File: config.mk
export PLATFORM = sky130hd
export DESIGN_NAME = sd_block_server
export DESIGN_NICKNAME = d
export VERILOG_FILES = /design/src/rtl/sd_block_server_pkg.sv /design/src/rtl/sd_block_server.sv
export SDC_FILE = /design/constraint.sdc
export NUM_CORES = 1
export LEC_CHECK = 0
export ABC_AREA = 1
export ABC_CLOCK_PERIOD_IN_PS = 3050
export BUFFER_PORTS_ARGS = -buffer_cell sky130_fd_sc_hd__buf_4
export CORE_UTILIZATION = 45
export DETAILED_ROUTE_END_ITERATION = 16
export GPL_TIMING_DRIVEN = 1
export PLACE_DENSITY = 0.74
export SLEW_MARGIN = 10
export SYNTH_ARGS = -nofsm -noshare
export SYNTH_HDL_FRONTEND = slang
export SYNTH_SLANG_ARGS = --single-unit
File: constraint.sdc
create_clock -name clk_sys -period 3.05 [get_ports clk_sys]
set_clock_uncertainty 0.1 [all_clocks]
set_input_delay 0.4575 -clock clk_sys [delete_from_list [all_inputs] [get_ports clk_sys]]
set_output_delay 0.4575 -clock clk_sys [all_outputs]
set_load 0.02 [all_outputs]
File: src/rtl/sd_block_server_pkg.sv
// Shared definitions for the SD sector server: FSM states and sector geometry.
package sd_block_server_pkg;

  typedef enum logic [3:0] {
    IDLE,
    RD_MEM,
    RD_WAIT,
    RD_OUT,
    WR_REQ,
    WR_CAP,
    WR_MEM,
    WR_WAIT,
    DONE,
    HOLD
  } state_t;

  localparam int unsigned SECTOR_BYTES = 512;
  localparam int unsigned SECTOR_SHIFT = 9;
  localparam logic [8:0]  LAST_BYTE    = 9'(SECTOR_BYTES - 1);

endpackage

File: src/rtl/sd_block_server.sv
// Serves 512-byte FDC sector reads/writes out of a byte-wide backing memory,
// with range and write-protect screening against the mounted image size.
module sd_block_server
  import sd_block_server_pkg::*;
#(
  parameter int unsigned ADDR_W     = 25,
  parameter bit          WP_DEFAULT = 1'b0
) (
  input  logic              clk_sys,
  input  logic              reset_n,
  input  logic [31:0]       sd_lba,
  input  logic              sd_rd,
  input  logic              sd_wr,
  output logic              sd_ack,
  output logic [8:0]        sd_buff_addr,
  output logic [7:0]        sd_dout,
  output logic              sd_dout_strobe,
  input  logic [7:0]        sd_din,
  output logic              sd_din_strobe,
  input  logic              img_mounted,
  input  logic [31:0]       img_size,
  input  logic              img_wp,
  output logic [ADDR_W-1:0] mem_addr,
  output logic              mem_rd,
  output logic              mem_wr,
  output logic [7:0]        mem_d,
  input  logic [7:0]        mem_q,
  input  logic              mem_ready,
  output logic              err
);

  state_t      state;
  logic [31:0] lba_q;
  logic [31:0] size_q;
  logic        rd_q;
  logic        bypass;
  logic        req_oor;
  logic        wp_eff;
  logic        last_byte;
  logic        byte_done;

  // A sector is usable only if it lies entirely inside the image.
  assign req_oor   = sd_lba >= (size_q >> SECTOR_SHIFT);
  assign wp_eff    = img_wp | WP_DEFAULT;
  assign last_byte = (sd_buff_addr == LAST_BYTE);
  assign mem_addr  = ADDR_W'((41'(lba_q) << SECTOR_SHIFT) + 41'(sd_buff_addr));

  // One byte of the sector has been fully handed over in this cycle.
  assign byte_done = (state == RD_OUT)
                  || (state == WR_CAP && bypass)
                  || (state == WR_WAIT && mem_ready);

  always_ff @(posedge clk_sys or negedge reset_n) begin
    if (!reset_n) begin
      state          <= IDLE;
      lba_q          <= '0;
      size_q         <= '0;
      rd_q           <= 1'b0;
      bypass         <= 1'b0;
      sd_ack         <= 1'b0;
      sd_buff_addr   <= '0;
      sd_dout        <= '0;
      sd_dout_strobe <= 1'b0;
      sd_din_strobe  <= 1'b0;
      mem_rd         <= 1'b0;
      mem_wr         <= 1'b0;
      mem_d          <= '0;
      err            <= 1'b0;
    end else begin
      // NOTE: pulse outputs default low each cycle with non-blocking assignments;
      // the states below only raise them for the single cycle they are owned.
      mem_rd         <= 1'b0;
      mem_wr         <= 1'b0;
      sd_dout_strobe <= 1'b0;
      sd_din_strobe  <= 1'b0;
      err            <= 1'b0;

      if (img_mounted) size_q <= img_size;

      if (byte_done) begin
        if (last_byte) begin
          sd_ack <= 1'b0;
          state  <= DONE;
        end else begin
          sd_buff_addr  <= sd_buff_addr + 9'd1;
          mem_rd        <= rd_q & ~bypass;
          sd_din_strobe <= ~rd_q;
          state         <= rd_q ? RD_MEM : WR_REQ;
        end
      end else begin
        case (state)
          IDLE: begin
            if (sd_rd || sd_wr) begin
              lba_q        <= sd_lba;
              rd_q         <= sd_rd;
              sd_ack       <= 1'b1;
              sd_buff_addr <= '0;
              if (sd_rd) begin
                bypass <= req_oor;
                err    <= req_oor;
                mem_rd <= ~req_oor;
                state  <= RD_MEM;
              end else begin
                bypass        <= req_oor | wp_eff;
                err           <= req_oor | wp_eff;
                sd_din_strobe <= 1'b1;
                state         <= WR_REQ;
              end
            end
          end
          RD_MEM: begin
            if (bypass) begin
              sd_dout        <= 8'h00;
              sd_dout_strobe <= 1'b1;
              state          <= RD_OUT;
            end else begin
              state <= RD_WAIT;
            end
          end
          RD_WAIT: begin
            if (mem_ready) begin
              sd_dout        <= mem_q;
              sd_dout_strobe <= 1'b1;
              state          <= RD_OUT;
            end
          end
          WR_REQ: state <= WR_CAP;
          WR_CAP: begin
            mem_d  <= sd_din;
            mem_wr <= 1'b1;
            state  <= WR_MEM;
          end
          WR_MEM: state <= WR_WAIT;
          DONE:   state <= HOLD;
          // A level request still high from the finished transfer must drop first.
          HOLD: begin
            if (!sd_rd && !sd_wr) state <= IDLE;
          end
          RD_OUT, WR_WAIT: ;
          default: state <= IDLE;
        endcase
      end
    end
  end

endmodule

==> key figures, run 1 <==
Status
  – Status: finished, final reports clean

Yosys
  – Synthesis Warnings: 0
  – Synthesis-stage register bit count: 76
  – Post-synth cell types: 39
  – Syn avg cell area: 8.36 um2
  – Synthesized Nets: 582
  – Area contributors post-synth: dfrtp_1, nand2_1, ha_1, inv_1, nand3_1
  – Yosys top cell by area: dfrtp_1
  – Gate Count Post-Synth: 470
  – Top-area cell type share of the netlist area: 0.484
  – Register area share after synthesis: 0.484
  – Mapped Area: 3930 um2

Power
  – Pleak: 2.88 nW
  – Clock share of power: 0.228
  – Psw: 0.00165 W
  – Logic gate share of total power: 0.425
  – Max VDD drop: 0.000289 V
  – Pint: 0.00264 W
  – Flop pwr share: 0.347
  – Power per standard cell area: 828 nW/um2
  – Switching share of power: 0.384

Timing
  – Max-slew violations: 0
  – RSZ-0062 raised after global routing: no
  – Final Hold Viols: 0
  – Slew @ Worst Pin: 947 ps
  – Setup TNS: 0 ps
  – Min Tclk post-route: 1940 ps
  – Slew headroom: 0.369
  – Setup violations, final: 0
  – Tcrit/Tclk final: 0.635
  – Highest clock rate: 0.516 GHz

Floorplanning
  – Die W: 95.5 um
  – # rows: 33
  – Io pins: 143
  – Effective utilization at floorplan: 0.471
  – Die Span Y: 95.5 um
  – Core area: 8340 um2
  – Die ar.: 9110 um2

Global routing
  – Largest net degree at the start of global routing: 77
  – Vias in the first global route: 3176
  – Initial antenna violation count: 0
  – Total grt overflow: 0
  – GRT Overall Usage: 0.191
  – First-pass GRT wire length: 13600 um

Drt
  – Antenna Nets Post-Route: 0
  – 1st-iter DRT viols: 106
  – Vias per cell: 4.85
  – Residual DRC: 0
  – Final wirelength: 8710 um
  – DRT Pass-1 Iters: 4
  – WL/cell: 12.3 um
  – Via count: 3419

Clock network
  – Worst skew pair latency: 340 ps
  – Post-CTS Resized: 0
  – Clock-pin slew on the worst setup and hold paths: 80 ps
  – # hold bufs at CTS: 0
  – CTS buffer count: 9
  – TritonCTS clock tree: done
  – Post-CTS Setup Bufs: 0
  – Clk sinks: 76
  – CTS root buffer: clkbuf_8
  – Max clock buf depth: 2
  – Clock H-tree levels: 3

Worst setup path
  – Crit start category: flip-flop
  – Crit end category: flip-flop
  – CP arrival: 2060 ps
  – Critical Path RT: 3180 ps
  – Crit path max fanout: 7
  – Crit path kind: reg2reg

Finish
  – Layout Nets: 708
  – Post-layout instance count excluding filler cells: 705
  – Commonest non-fill, non-tap cell in the layout: nand2_1
  – Share of layout cells above drive strength 1: 0.278
  – Layout fillers: 722
  – Synthesis-to-layout area growth: 31.8%
  – Finished Cell Area: 5180 um2
  – Most frequent cells in the layout: nand2_1, buf_4, dfrtp_1
  – Antenna Cells: 0

Worst hold path
  – Hold Crit Class: in2async

Place
  – I/O Buffers: 133
  – Cell Area, Placed: 4930 um2
  – HPWL after detailed placement: 6550 um
  – GPL Wtd Cong: 0.882
  – Inst Count DP: 690

Flow run
  – Number of max-cap violations: 0
cell usage after synthesis:
master / count
nand4_1: 7
a21oi_1: 8
buf_2: 1
xor2_1: 3
buf_8: 1
mux2_2: 1
o21bai_2: 1
buf_12: 1
nor3b_1: 1
nand2_1: 162
nor2_1: 25
nand2_8: 1
ha_1: 25
nor4_1: 1
o21ai_1: 4
nor3_1: 5
buf_4: 9
buf_6: 1
a21boi_0: 1
xnor2_1: 2
o21bai_1: 1
inv_8: 1
clkbuf_1: 6
o211ai_1: 1
dfrtp_1: 76
o21ai_0: 26
nand2_2: 4
nor2_2: 1
clkinv_2: 1
a21o_1: 2
nand3_4: 1
nand3_1: 29
inv_1: 52
inv_2: 3
a21oi_4: 1
o21ai_2: 1
nand2_4: 2
clkinv_1: 1
a21oi_2: 1
routing by layer:
metal / share of wire / routed length, um / track usage / up-vias
met3: 0.070 / 611 / 0.0455 / 19
met2: 0.48 / 4220 / 0.326 / 125
li1: - / - / - / 1733
met1: 0.42 / 3690 / 0.227 / 1542
met4: 0.021 / 184 / 0.0871 / 0
met5: 0 / 0 / 0 / -
sequential cells by signal, summed over array words and instances (netlist names):
signal          flops
sd_dout             8
state               4
size_q             23
sd_din_strobe       1
err                 1
sd_dout_strobe      1
sd_buff_addr        9
mem_d               8
rd_q                1
mem_rd              1
bypass              1
lba_q              16
mem_wr              1
sd_ack              1
cell families after synthesis:
kind of cell / count (synthesis) / share of synthesized area
AOI/OAI and AO/OA: 47 / 0.0694
xor gates and xnor gates: 5 / 0.0111
adders and majority gates: 25 / 0.0796
buffers and inverters: 77 / 0.0936
DFF: 76 / 0.484
muxes: 1 / 0.00286
and+or+nand+nor: 239 / 0.260
power by group through the flow:
stage                     Sequential, W  Clock [W]  Combinational, W
final                           0.00149   0.000976           0.00182
after detailed placement        0.00151          0           0.00183
after global placement          0.00150          0           0.00179
after CTS                       0.00149    0.00100           0.00184
after floorplan                 0.00178          0          0.000899
after global routing            0.00152    0.00104           0.00201
stage by stage:
step            util  hold WS, ps  power [W]  setup WS (ps)
6_report       0.621          150    0.00429           1110
5_1_grt        0.621          211    0.00458            896
4_1_cts        0.621          196    0.00434           1120
3_5_place_dp   0.591          369    0.00334           1130
3_3_place_gp   0.591          365    0.00329           1150
2_1_floorplan      -         61.9    0.00268           1200
worst paths after layout:
path	cells past startpoint	slack, ps	end	from
min	1	150	sd_buff_addr[5]$_DFFE_PN0P_	reset_n
min in group clk_sys	3	210	mem_d[2]$_DFFE_PN0P_	sd_din[2]
max	11	1110	state[2]$_DFFE_PN0P_	sd_buff_addr[1]$_DFFE_PN0P_
max in group asynchronous	1	2080	sd_dout[1]$_DFFE_PN0P_	reset_n
max reg2reg	11	1110	state[2]$_DFFE_PN0P_	sd_buff_addr[1]$_DFFE_PN0P_
min reg2reg	2	380	lba_q[11]$_DFFE_PN0P_	lba_q[11]$_DFFE_PN0P_
worst max-delay path, stage by stage (launching register included):
cell      delay (ps)
dfrtp_1          410
ha_1             210
nand4_1          130
nor3_1           170
ha_1             190
inv_1             70
nand2_4           90
clkinv_2         120
nand2_1          110
nand3_1           80
nand3_1           70
nand2_1           70
area by class of cell:
type | count | area [um2] | share of cell area
sequential | 76 | 1900 | 0.367
multi-input combinational | 317 | 1660 | 0.321
timing repair buffer | 134 | 1010 | 0.194
inverter | 58 | 226 | 0.0437
tap | 105 | 131 | 0.0254
clock buffer | 10 | 128 | 0.0246
clock inverter | 5 | 125 | 0.0242
(Power assumes the default switching activity.)
==> run 2, diff against run 1 <==
--- a/config.mk
+++ b/config.mk
@@ -5,13 +5,13 @@
 export SDC_FILE = /design/constraint.sdc
 export NUM_CORES = 1
 export LEC_CHECK = 0
-export ABC_AREA = 1
-export ABC_CLOCK_PERIOD_IN_PS = 3050
+export ABC_AREA = 0
+export ABC_CLOCK_PERIOD_IN_PS = 1600
 export BUFFER_PORTS_ARGS = -buffer_cell sky130_fd_sc_hd__buf_4
-export CORE_UTILIZATION = 45
+export CORE_UTILIZATION = 44
 export DETAILED_ROUTE_END_ITERATION = 16
 export GPL_TIMING_DRIVEN = 1
-export PLACE_DENSITY = 0.74
+export PLACE_DENSITY = 0.76
 export SLEW_MARGIN = 10
 export SYNTH_ARGS = -nofsm -noshare
 export SYNTH_HDL_FRONTEND = slang
==> constraint.sdc (replaced) <==
create_clock -name clk_sys -period 1.6 [get_ports clk_sys]
set_clock_uncertainty 0.1 [all_clocks]
set_input_delay 0.24 -clock clk_sys [delete_from_list [all_inputs] [get_ports clk_sys]]
set_output_delay 0.24 -clock clk_sys [all_outputs]
set_load 0.02 [all_outputs]
==> key figures, run 2 <==
Status
  – Status: finished with violations
  – Failing checks: setup timing

Finish
  – Antenna Cells: 0 (unchanged)
  – Commonest non-fill, non-tap cell in the layout: buf_4
  – Number of flip-flops in the largest register: 23 (unchanged)
  – Most frequent cells in the layout: buf_4, dfrtp_1, nand2_1
  – Core Util, Final: 0.759 (+0.138)
  – Synthesis-to-layout area growth: 67.4%
  – Layout Nets: 722 (+2.0%)
  – Reg with most FFs: size_q
  – Share of layout cells above drive strength 1: 0.485 (+0.206)
  – Biggest regs: size_q (23), lba_q (16), sd_buff_addr (9)

Clock network
  – CTS buffer count: 9 (unchanged)
  – Clock H-tree levels: 3 (unchanged)
  – Max clock buf depth: 2 (unchanged)
  – Worst skew pair latency: 350 ps (about the same)
  – CTS root buffer: clkbuf_8
  – Clk sinks: 76 (unchanged)
  – TritonCTS clock tree: done
  – Clock-pin slew on the worst setup and hold paths: 90 ps (about the same)

Timing
  – Tcrit/Tclk final: 1.30 (+0.664)
  – Min Tclk post-route: 2080 ps (+141 ps)
  – RSZ-0062 raised after global routing: yes
  – Slew @ Worst Pin: 370 ps (-577 ps)
  – Setup violations, final: 25 (+25)
  – Setup TNS: -3640 ps (-3640 ps)
  – Max-slew violations: 0 (unchanged)
  – Final Hold Viols: 0 (unchanged)
  – Slew headroom: 0.752 (+0.383)
  – PnR worst setup slack: -479 ps (-1590 ps)
  – Highest clock rate: 0.481 GHz (-6.8%)

Global routing
  – Initial antenna violation count: 0 (unchanged)
  – Total grt overflow: 0 (unchanged)
  – First-pass GRT wire length: 17100 um (+26%)
  – Vias in the first global route: 3710 (+17%)
  – Largest net degree at the start of global routing: 46 (-40%)
  – GRT Overall Usage: 0.251 (+0.0596)

Yosys
  – Register area share after synthesis: 0.510 (+0.0266)
  – Syn avg cell area: 9.60 um2 (+15%)
  – Synthesis-stage register bit count: 76 (unchanged)
  – Ys flop type: dfrtp_1
  – Post-synth ARST share: 1.00 (unchanged)
  – Mapped Area: 3730 um2 (-5.2%)
  – Synthesis Warnings: 0 (unchanged)
  – Gate Count Post-Synth: 388 (-17%)
  – Yosys top cell by area: dfrtp_1
  – Synthesized Nets: 500 (-14%)
  – Leading cell types by count after synthesis: nand2_1, dfrtp_1, inv_1, o21ai_0, ha_1
  – Top-area cell type share of the netlist area: 0.510 (+0.0266)
  – Post-synth cell types: 43 (+10%)
  – Area contributors post-synth: dfrtp_1, nand2_1, ha_1, o21ai_0, inv_1
  – Most common cell in the synthesized netlist: nand2_1
  – EDFF count, synth: 0 (unchanged)

Worst setup path
  – Cell Chain, Critical Path: ha_4 -> nand3_4 -> nor3_2 -> ha_2 -> or4_4 -> buf_4 -> o31ai_1 -> a21oi_2
  – Crit path kind: reg2reg
  – CP max stage cell: or4_4
  – Crit end category: flip-flop
  – Crit path max fanout: 4 (-3)
  – R2R cell count: 8 (-3)
  – Crit start category: flip-flop
  – Largest stage delay, worst path: 440 ps (+30 ps)
  – CP arrival: 2210 ps (+150 ps)
  – Critical Path RT: 1730 ps (-1450 ps)

Drt
  – Vias per cell: 5.06 (+4.2%)
  – Residual DRC: 0 (unchanged)
  – Final wirelength: 11000 um (+26%)
  – Antenna Nets Post-Route: 0 (unchanged)
  – DRT Pass-1 Iters: 4 (unchanged)
  – WL/cell: 15.3 um (+24%)
  – 1st-iter DRT viols: 114 (+7.5%)
  – Via count: 3640 (+6.5%)

Place
  – GPL Wtd Cong: 0.901 (+2.2%)
  – I/O Buffers: 133 (unchanged)
  – HPWL after detailed placement: 7130 um (+8.8%)

Floorplanning
  – Core area: 8220 um2 (-1.5%)
  – Die Span Y: 94.0 um (-1.5%)
  – Effective utilization at floorplan: 0.453 (-0.0179)
  – # rows: 33 (unchanged)
  – Io pins: 143 (unchanged)
  – Die W: 94.0 um (-1.5%)
  – Die ar.: 8840 um2 (-3.0%)

Power
  – Pleak: 3.10 nW (+7.8%)
  – Max VDD drop: 0.000579 V (+100%)
  – Power per standard cell area: 1430 nW/um2 (+72%)

Flow run
  – Number of max-cap violations: 0 (unchanged)

Worst hold path
  – WHS Path Cells: 3
  – Hold Crit Class: in2reg
==> run 2: cell types whose count changed after synthesis, moves of 7 or more <==
cell,before,now
nand3_1,29,10
a22o_1,0,8
inv_1,52,33
o21ai_0,26,33
nand2_1,162,86
clkbuf_1,6,13
nor2_1,25,12
mux2_2,1,10
==> run 2: cells by family after synthesis <==
| kind of cell | Yosys count | synth area share |
|---|---|---|
| buffers and inverters | 55 | 0.0645 |
| DFF | 76 | 0.510 |
| muxes | 11 | 0.0329 |
| AOI/OAI and AO/OA | 76 | 0.127 |
| xor gates and xnor gates | 4 | 0.00940 |
| adders and majority gates | 25 | 0.0839 |
| and+or+nand+nor | 141 | 0.172 |
==> run 2: report_power, final <==
group	switching (W)	internal, W	leakage, nW
registers	0.000374	0.00248	0.952
logic	0.00237	0.00229	2.06
clock network	0.000744	0.000648	0.0876
==> run 2: through the flow <==
| stage | cell area (um2) | setup slack [ps] | std cells | hold WS (ps) | total power (W) |
|---|---|---|---|---|---|
| CTS | 6040 | -466 | 715 | 0.405 | 0.00846 |
| global route | 6240 | -544 | 720 | 2.47 | 0.00944 |
| floorplan | 3790 | -481 | 388 | -156 | 0.00489 |
| detailed placement | 5280 | -452 | 665 | 27.8 | 0.00666 |
| finish | 6240 | -479 | 720 | 4.72 | 0.00891 |
| global placement | 5280 | -389 | 665 | 17.1 | 0.00655 |
==> run 2: timing repair <==
action | in CTS | in global routing
pin swaps | 6 | 25
gates cloned | 1 | 2
hold buffers | 24 | 0
hold endpoints to repair | 99 | 0
endpoints found under the setup margin | 40 | 43
setup buffers | 9 | 5
gates resized for setup | 44 | 48
==> run 2: cell type report <==
class / instances / area (um2)
Multi-Input combinational cell: 257 / 2000
Timing Repair Buffer: 233 / 1890
Clock buffer: 11 / 151
Tap cell: 105 / 131
Fill cell: 577 / 1980
Inverter: 33 / 126
Clock inverter: 5 / 36.3
Sequential cell: 76 / 1900
==> run 2: worst paths after layout <==
check,startpoint,to,slack [ps]
hold reg to reg,lba_q[13]$_DFFE_PN0P_,lba_q[13]$_DFFE_PN0P_,390
max in group asynchronous,reset_n,mem_d[7]$_DFFE_PN0P_,680
setup / recovery,sd_buff_addr[1]$_DFFE_PN0P_,sd_buff_addr[7]$_DFFE_PN0P_,-480
setup reg to reg,sd_buff_addr[1]$_DFFE_PN0P_,sd_buff_addr[7]$_DFFE_PN0P_,-480
min in group asynchronous,reset_n,lba_q[2]$_DFFE_PN0P_,190
hold / removal,img_size[22],size_q[22]$_DFFE_PN0P_,5
==> run 2: worst max-delay path, delay by kind of cell, from the launching register on <==
family | cells | cell delay [ps]
AO/OA/AOI/OAI | 2 | 360
adder cells (fa/ha/maj) | 2 | 340
buffers and inverters | 1 | 160
flip-flops | 1 | 430
AND/OR/NAND/NOR | 3 | 570
==> run 2: layer usage <==
layer / up-vias / part of all wire / track usage
li1: 1769 / - / -
met1: 1724 / 0.40 / 0.296
met2: 126 / 0.53 / 0.448
met3: 21 / 0.055 / 0.0566
met4: 0 / 0.021 / 0.0833
met5: - / 0 / 0
